File: src/rtl/seq_divider.sv
// seq_divider: restoring divider, 2N-bit dividend by N-bit divisor, one quotient bit per clock
module seq_divider #(
    parameter int dp_width = 5
) (
    input  logic                  clk,
    input  logic                  reset,
    input  logic [2*dp_width-1:0] dividend,
    input  logic [dp_width-1:0]   divisor,
    input  logic                  start,
    output logic [dp_width-1:0]   quotient,
    output logic [dp_width-1:0]   remainder,
    output logic                  ready,
    output logic                  overflow
);
    localparam int N  = dp_width;
    localparam int CW = $clog2(N + 1);
    typedef enum logic {IDLE, BUSY} state_t;
    state_t        state_q;
    logic [N:0]    r_q, r_d, sh_r, t;
    logic [N-1:0]  q_q, q_d, d_q, quotient_q, remainder_q;
    logic [CW-1:0] cnt_q;
    logic          ready_q, overflow_q, ovf;
    assign ovf = (divisor == '0) || (dividend[2*N-1:N] >= divisor);
    // Trial subtraction on the shifted partial remainder; a clear MSB means it fits.
    always_comb begin
        sh_r = {r_q[N-1:0], q_q[N-1]};
        t    = sh_r - {1'b0, d_q};
        r_d  = t[N] ? sh_r : t;
        q_d  = {q_q[N-2:0], ~t[N]};
    end
    always_ff @(posedge clk) begin
        if (reset) begin
            state_q     <= IDLE;
            ready_q     <= 1'b1;
            quotient_q  <= '0;
            remainder_q <= '0;
            overflow_q  <= 1'b0;
            cnt_q       <= '0;
            r_q         <= '0;
            q_q         <= '0;
            d_q         <= '0;
        end else if (state_q == IDLE) begin
            if (start && ovf) begin
                quotient_q  <= '1;
                remainder_q <= '0;
                overflow_q  <= 1'b1;
            end else if (start) begin
                state_q    <= BUSY;
                ready_q    <= 1'b0;
                overflow_q <= 1'b0;
                r_q        <= {1'b0, dividend[2*N-1:N]};
                q_q        <= dividend[N-1:0];
                d_q        <= divisor;
                cnt_q      <= '0;
            end
        end else begin
            r_q   <= r_d;
            q_q   <= q_d;
            cnt_q <= cnt_q + CW'(1);
            if (cnt_q == CW'(N - 1)) begin
                quotient_q  <= q_d;
                remainder_q <= r_d[N-1:0];
                state_q     <= IDLE;
                ready_q     <= 1'b1;
            end
        end
    end
    assign quotient  = quotient_q;
    assign remainder = remainder_q;
    assign ready     = ready_q;
    assign overflow  = overflow_q;
endmodule

File: config.mk
export PLATFORM = sky130hd
export DESIGN_NAME = seq_divider
export DESIGN_NICKNAME = d
export VERILOG_FILES = /design/src/rtl/seq_divider.sv
export SDC_FILE = /design/constraint.sdc
export NUM_CORES = 1
export LEC_CHECK = 0
export CORE_MARGIN = 8
export CORE_UTILIZATION = 55
export CTS_CLUSTER_DIAMETER = 30
export CTS_CLUSTER_SIZE = 30
export DETAILED_ROUTE_END_ITERATION = 6
export PLACE_DENSITY = 0.92
export SLEW_MARGIN = 5
export SYNTH_ARGS = -nofsm -noshare
export SYNTH_HDL_FRONTEND = slang
export SYNTH_SLANG_ARGS = --single-unit
File: constraint.sdc
create_clock -name clk -period 3.4 [get_ports clk]
set_clock_uncertainty 0.05 [all_clocks]
set_input_delay 0.68 -clock clk [delete_from_list [all_inputs] [get_ports clk]]
set_output_delay 0.68 -clock clk [all_outputs]
set_load 0.03 [all_outputs]
=== Word-level counts from Yosys, hierarchy flattened ===
Index checks and enable logic that the tools add are counted.

* Register bits after elaboration: 31
* Output and inout port bits: 12
* Logic and storage cells: 54

* $add $sub $neg: 2
* Order comparisons: 1
* Equal/unequal tests: 3
* Mux-type cells: 25
* Bitwise logic cells: 3
* Reductions and logical operators: 11

{| class="wikitable"
|+ Operator list
! operator !! count
|-
| 2-to-1 mux 5 bit || 13
|-
| 2-to-1 mux 1 bit || 9
|-
| 2-to-1 mux 3 bit || 3
|-
| AND reduction 2 bit || 3
|-
| AND reduction 3 bit || 2
|-
| nonzero test 2 bit || 3
|-
| subtractor 6 x 5 -> 6 bit || 1
|-
| greater-or-equal comparator 5 bit || 1
|-
| zero test 5 bit || 1
|-
| adder 3 x 1 -> 3 bit (second input constant) || 1
|-
| == test 3 bit (second input constant) || 1
|-
| NOT 1 bit || 3
|-
| inequality test 2 x 1 -> 1 bit (second input constant) || 1
|-
| inequality test 2 bit (second input constant) || 1
|-
| logical AND 1 bit || 1
|-
| logical OR 1 bit || 1
|}

=== Depth between registers and ports, before layout ===
Gate-level depths: netlist of run 1.

* Word-level depth: 5
* Depth in mapped cells: 9

=== Worst setup path after synthesis of run 1 ===
OpenSTA, ideal clock, no wires.

* Path type: in2reg
* Start: input port dividend[5]
* End: register ready_q (netlist: ready)
* Arrival time: 2.265 ns
* Data required time: 3.230 ns
* Setup slack: 0.965 ns
* Stages on the path: 8
* Buffers on the path: 1
* Cell sequence: inv_1 > ha_1 > nand2b_4 > a2111oi_4 > o21ai_2 > or2_1 > buf_6 > a211o_1

* Cells in the longest elaborated chain, start to end: 5

{| class="wikitable"
|+ Ends and longest elaborated chain
! item !! line !! RTL
|-
| start: declaration || 7 || <nowiki>input logic [2*dp_width-1:0] dividend,</nowiki>
|-
| greater-or-equal comparator 5 bit || 23 || <nowiki>assign ovf = (divisor == '0) || (dividend[2*N-1:N] >= divisor);</nowiki>
|-
| logical OR 1 bit || 23 ||
|-
| logical AND 1 bit || 43 || <nowiki>if (start && ovf) begin</nowiki>
|-
| inequality test 2 bit (no line) || n/a ||
|-
| AND reduction 3 bit (no line) || n/a ||
|-
| end signal: assignment || 34 || <nowiki>ready_q <= 1'b1;</nowiki>
|-
| end signal: assignment || 49 || <nowiki>ready_q <= 1'b0;</nowiki>
|-
| end signal: assignment || 64 || <nowiki>ready_q <= 1'b1;</nowiki>
|-
| end: declaration || 22 || <nowiki>logic ready_q, overflow_q, ovf;</nowiki>
|}

No other way between the ends.
A chain may end at the register's enable or synchronous reset.

=== Final worst setup path of run 1 ===
* Start: input port divisor[2]
* End: register remainder_q[4] (netlist: remainder[4])

* Cells in the longest elaborated chain, start to end: 5
* Elaborated cells on any way between the ends: 6

{| class="wikitable"
|+ Ends and longest elaborated chain
! item !! line !! RTL
|-
| start: declaration || 8 || <nowiki>input logic [dp_width-1:0] divisor,</nowiki>
|-
| greater-or-equal comparator 5 bit / zero test 5 bit (equally long branches) || 23 ||
|-
| logical OR 1 bit (*) || 23 ||
|-
| logical AND 1 bit (*) || 43 ||
|-
| nonzero test 2 bit (no line) (*) || n/a ||
|-
| AND reduction 2 bit (no line) (*) || n/a ||
|-
| end signal: assignment || 62 || <nowiki>remainder_q <= r_d[N-1:0];</nowiki>
|-
| end: declaration || 20 || <nowiki>logic [N-1:0] q_q, q_d, d_q, quotient_q, remainder_q;</nowiki>
|}

Every way passes the cells marked *; elsewhere a longest branch is shown, timed or not.

==> impl_metrics.ini, run 1 <==
[outcome]
status = complete, no violations

[clock_tree]
cts_num_sinks = 31
cts.htree.levels = 2
cts_buffers = 5
clk_pin_slew_worst_paths_ns = 0.09
hold_buffers = 0
cts-root-buf = clkbuf_4
cts_tree = yes
cts_resized = 0
post_cts_buffers = 0
clockBufferDepth = 2
clock_latency_ns = 0.33

[detailed_routing]
vias = 1388
final_antenna_net_count = 0
wirelength_um = 3680
wl_per_cell_um = 15.0
first_iter_violations = 114
drc = 0
via_per_inst = 5.64
dr.pass1.iters = 4

[worst_hold_path]
hold_path_class = reg -> reg
hold_start = remainder[3]

[die]
design.portCount = 30
die_y_um = 71.3
start_util_pct = 56.5
rows = 20
core_area_um2 = 2980
die-width_um = 71.3
die_area_um2 = 5090

[grt]
grt_overflow = 0
grt_pass1_vias = 1395
grt_antenna_before_repair = 0
grt_start_max_net_pins = 18
grt_pass1_wl_um = 6220
grt_usage_pct = 15.4

[critical_path]
critical_path_class = in -> reg
cpMaxStageDelayCell = clkdlybuf4s50_1
critical_path.endpoint_type = flop
critPathArrivalTime_ns = 2.89
crit_start = divisor[2]
worstSetupStartpointType = input pin
cp_cell_sequence = clkdlybuf4s50_1 > inv_1 > ha_1 > o21a_1 > o21ai_0 > o21ai_2 > a31o_1 > nor3b_2 > a311o_2
crit_fanout = 10
critPathTopFamily = compound AO/OA/AOI/OAI gates
critical_path_buf_inv_count = 2
crit_required_ns = 3.57
reg2reg_from = d_q[1]
max_stage_delay_ns = 0.48

[logic_synthesis]
synth-edff-count = 0
syn_area_um2 = 1680
synth_compound_area_share_pct = 17.0
synth_top_family_by_area = compound AO/OA/AOI/OAI gates
yosys_warnings = 0
synthMuxAreaShare_pct = 9.81
synth_xor_area_share_pct = 4.09
ys_types = 42
synth-async-reset-ratio_pct = 0
synth-seq-cells = 31
ys_seq_area_share_pct = 36.9
syn_area_per_cell_um2 = 9.20
syn_inst = 183
synthFlopType = dfxtp_1
yosys.area_share.simple_pct = 14.9
syn_nets = 214
synth_fa_ha_area_share_pct = 10.1

[final_layout]
antennaDiodeCount = 0
nFillCells = 250
final_util_pct = 68.4
layout.nets = 244
ff_latch_area_um2 = 621
drive_above_1_share_pct = 9.86
multi_input_area_um2 = 941
syn_to_final_growth_pct = 21.0

[sta]
worst_hold_slack_ns = 0.431
timing.final.crit_share_pct = 79.9
slew_viol_final = 0
max_freq_ghz = 0.368
maxSlewHeadroom_pct = 60.5
tns_ns = 0
setup_viol = 0
period_minus_slack_ns = 2.72
grt_setup_unrepaired = false
worst_pin_slew_ns = 0.591
hold_viol_final = 0

[placement]
hpwl_um = 2880
place_congestion = 0.896
io_buffer_count = 29

[power_and_ir_drop]
power.total_mw = 0.958
vdd_drop_max_v = 0.000253
p_per_area_nw_per_um2 = 470
p_leak_nw = 0.836

[job]
maxCapViolCount = 0
## worst min-delay path, delay by kind of cell, from the launching register on
family	cells	cell delay (ns)
AO/OA/AOI/OAI	1	0.07
flip-flops	1	0.32
buffers and inverters	1	0.04
## flip-flops by register name, summed over array words and instances, names as in the netlist
register	flops
q_q	5
quotient	5
remainder	5
d_q	5
ready	1
state_q	1
cnt_q	3
r_q	5
overflow	1
## cell usage in the layout, fill, tap and decap left out, types with 4 or more instances in the layout
master / count
o22ai_1: 5
a211oi_1: 5
dfxtp_1: 31
nand2_1: 6
clkbuf_4: 5
o32ai_1: 4
clkdlybuf4s50_1: 29
nor2_1: 21
mux2i_1: 12
a21oi_1: 11
inv_1: 19
nand3_1: 4
ha_1: 12
mux2_2: 4
nor3_1: 9
## synthesized netlist by cell type (2+ instances only)
master,n,area [um^2]
a211oi_1,5,37.5
a21oi_1,11,55.1
buf_6,2,22.5
clkbuf_1,4,15.0
dfxtp_1,31,621
ha_1,12,150
inv_1,19,71.3
mux2_2,4,45.0
mux2i_1,12,120
nand2_1,6,22.5
nand2b_1,3,18.8
nand3_1,4,20.0
nor2_1,21,78.8
nor3_1,9,45.0
o21ai_0,2,10.0
o22ai_1,5,31.3
o32ai_1,4,35.0
xnor2_1,3,26.3
xor2_1,3,26.3
## kinds of logic (layout without fill, tap and decap cells)
group,count (synthesis),after routing
DFF,31,31
AOI/OAI and AO/OA,38,38
buffers and inverters,27,57
muxes,16,16
adders and majority gates,13,13
xor gates and xnor gates,7,7
and+or+nand+nor,51,51
## power by group
part	leakage, nW	switching (mW)	internal (mW)
Combinational	0.548	0.172	0.146
Clock	0.0341	0.124	0.0956
Sequential	0.254	0.0271	0.393
## routing by layer
metal	part of all wire [%]	track usage [%]	wire [um]
met2	47	24.5	1740
met5	0	0	0
met4	3.0	8.31	110
met3	6.5	5.72	240
met1	43	17.3	1600
## area by class of cell
cell class | count | share of cell area [%]
multi-input cells | 125 | 46.2
flip-flops and latches | 31 | 30.5
repair buffers | 31 | 15.0
inverters | 19 | 3.50
clock buffers | 6 | 2.52
well taps | 33 | 2.03
clock inverters | 1 | 0.246
## per-stage QoR
step | std cells | area (um^2) | setup WS, ns
global placement | 239 | 1980 | 0.399
finish | 246 | 2040 | 0.682
CTS | 246 | 2040 | 0.693
global route | 246 | 2040 | 0.573
detailed placement | 239 | 1980 | 0.340
floorplan | 183 | 1680 | 0.965
## worst paths after layout
check / to / slack [ns] / cells after the start
min: remainder[3] / 0.43 / 2
max reg2reg: r_q[0] / 1.09 / 8
min reg2reg: remainder[3] / 0.43 / 2
max: remainder[4] / 0.68 / 9
No activity file was read; power rests on OpenSTA's default activity.
==> run 2, diff against run 1 <==
CORE_UTILIZATION = 47   (was 55)
PLACE_DENSITY = 0.84   (was 0.92)
clock period = 2.23 ns   (was 3.4 ns; I/O delays follow)
==> run 2 against run 1 <==
  * Global-route usage is 1.4 points higher
  * Critical path depth shrank 2
  * Sequential share of layout area is 5.5 points lower
  * Sequential power is 53% higher
  * Flip-flop and latch count is the same
  * Wire length increased by 36%
  * Critical endpoint is now remainder[1]
==> impl_metrics.ini, run 2 (synthesis results as in run 1) <==
[outcome]
status = complete, no violations

[job]
maxCapViolCount = 0

[clock_tree]
clk_pin_slew_worst_paths_ns = 0.09
cts.htree.levels = 2
cts_num_sinks = 31
cts-root-buf = clkbuf_4
cts_tree = yes
cts_buffers = 5
clockBufferDepth = 2
hold_buffers = 0
clock_latency_ns = 0.35

[placement]
pre_cts_ws_ns = -0.514
io_buffer_count = 29
hpwl_um = 3090
place_congestion = 0.907
dpl_cell_area_um2 = 2180
dp_cells = 276

[critical_path]
cpMaxStageDelayCell = ha_1
worstSetupStartpointType = flop
critPathArrivalTime_ns = 2.40
crit_required_ns = 2.41
max_stage_delay_ns = 0.37
critical_path.endpoint_type = flop
critical_path_class = reg -> reg
cp_cell_sequence = inv_1 > ha_1 > a21oi_1 > nand3_2 > xor2_4 > mux2i_1 > o32ai_1
crit_fanout = 5

[grt]
grt_overflow = 0
grt_pass1_wl_um = 7090
grt_usage_pct = 16.8
grt_start_max_net_pins = 17
grt_antenna_before_repair = 0
grt_pass1_vias = 1537

[die]
core_area_um2 = 3390
die-width_um = 75.8
die_area_um2 = 5750
start_util_pct = 49.6
design.portCount = 30
die_y_um = 75.8
rows = 21

[worst_hold_path]
hold_path_class = reg -> reg

[power_and_ir_drop]
clock_power_share_pct = 19.1
p_seq_share_pct = 36.2
power.share.switching_pct = 35.6
p_comb_share_pct = 44.8
p_sw_mw = 0.631
p_per_area_nw_per_um2 = 713
power.total_mw = 1.77
p_leak_nw = 1.06
vdd_drop_max_v = 0.000432
p_int_mw = 1.14

[sta]
max_freq_ghz = 0.450
tns_ns = 0
worst_hold_slack_ns = 0.424
grt_setup_unrepaired = true
maxSlewHeadroom_pct = 69.9
setup_viol = 0
period_minus_slack_ns = 2.22
timing.final.crit_share_pct = 99.7
slew_viol_final = 0
hold_viol_final = 0
worst_pin_slew_ns = 0.451
setup_ws_ns = 0.00604

[detailed_routing]
final_antenna_net_count = 0
vias = 1608
drc = 0
wirelength_um = 5020
dr.pass1.iters = 4
via_per_inst = 5.51
wl_per_cell_um = 17.2
first_iter_violations = 170

[final_layout]
syn_to_final_growth_pct = 47.7
stdcell_count = 292
final_util_pct = 73.3
final_cell_mix = buf_4, dfxtp_1, clkdlybuf4s50_1
layout.nets = 276
mostFrequentLayoutCell = buf_4
nFillCells = 224
final_area_um2 = 2490
drive_above_1_share_pct = 32.2
-- run 2: worst max-delay path, delay by kind of cell (launching register included) --
family	cells	cell delay, ns
buffers and inverters	1	0.05
DFF	1	0.35
and+or+nand+nor	1	0.20
AOI/OAI and AO/OA	2	0.41
adders and majority gates	1	0.37
muxes	1	0.36
xor gates and xnor gates	1	0.30
-- run 2: cell type report --
type | count | area (um^2) | share of cell area [%]
multi-input combinational | 126 | 1120 | 45.2
antenna | 1 | 2.50 | 0.101
inverter | 19 | 71.3 | 2.87
clock buffer | 6 | 51.3 | 2.06
clock inverter | 1 | 5.00 | 0.201
sequential | 31 | 622 | 25.0
tap | 46 | 57.6 | 2.32
timing repair buffer | 62 | 552 | 22.2
-- run 2: final timing paths --
check,start,endpoint,slack (ns),cells after the start
worst max register to register,d_q[4],remainder[1],0.006,7
worst max-delay path,d_q[4],remainder[1],0.006,7
worst min register to register,remainder[3],remainder[3],0.42,2
worst min-delay path,remainder[3],remainder[3],0.42,2
-- run 2: power groups by stage --
stage	combinational, mW	sequential, mW	clock, mW
after floorplan	0.339	0.664	0
after global placement	0.533	0.643	0
after detailed placement	0.549	0.645	0
after CTS	0.607	0.634	0.342
after global routing	0.836	0.644	0.374
final	0.793	0.641	0.338
-- run 2: what timing repair did --
item	4_1_cts	5_1_grt
setup buffers	2	5
setup endpoints to repair	28	23
endpoints found under the hold margin	0	0
pin swaps	9	11
gates cloned	0	1
gates resized for setup	10	33
-- run 2: routing by layer --
metal	track usage (%)	vias up	wire length, um
met5	0	-	0
met4	9.38	0	188
met3	5.26	25	380
met2	28.2	71	2540
met1	18.3	747	1910
li1	-	765	-
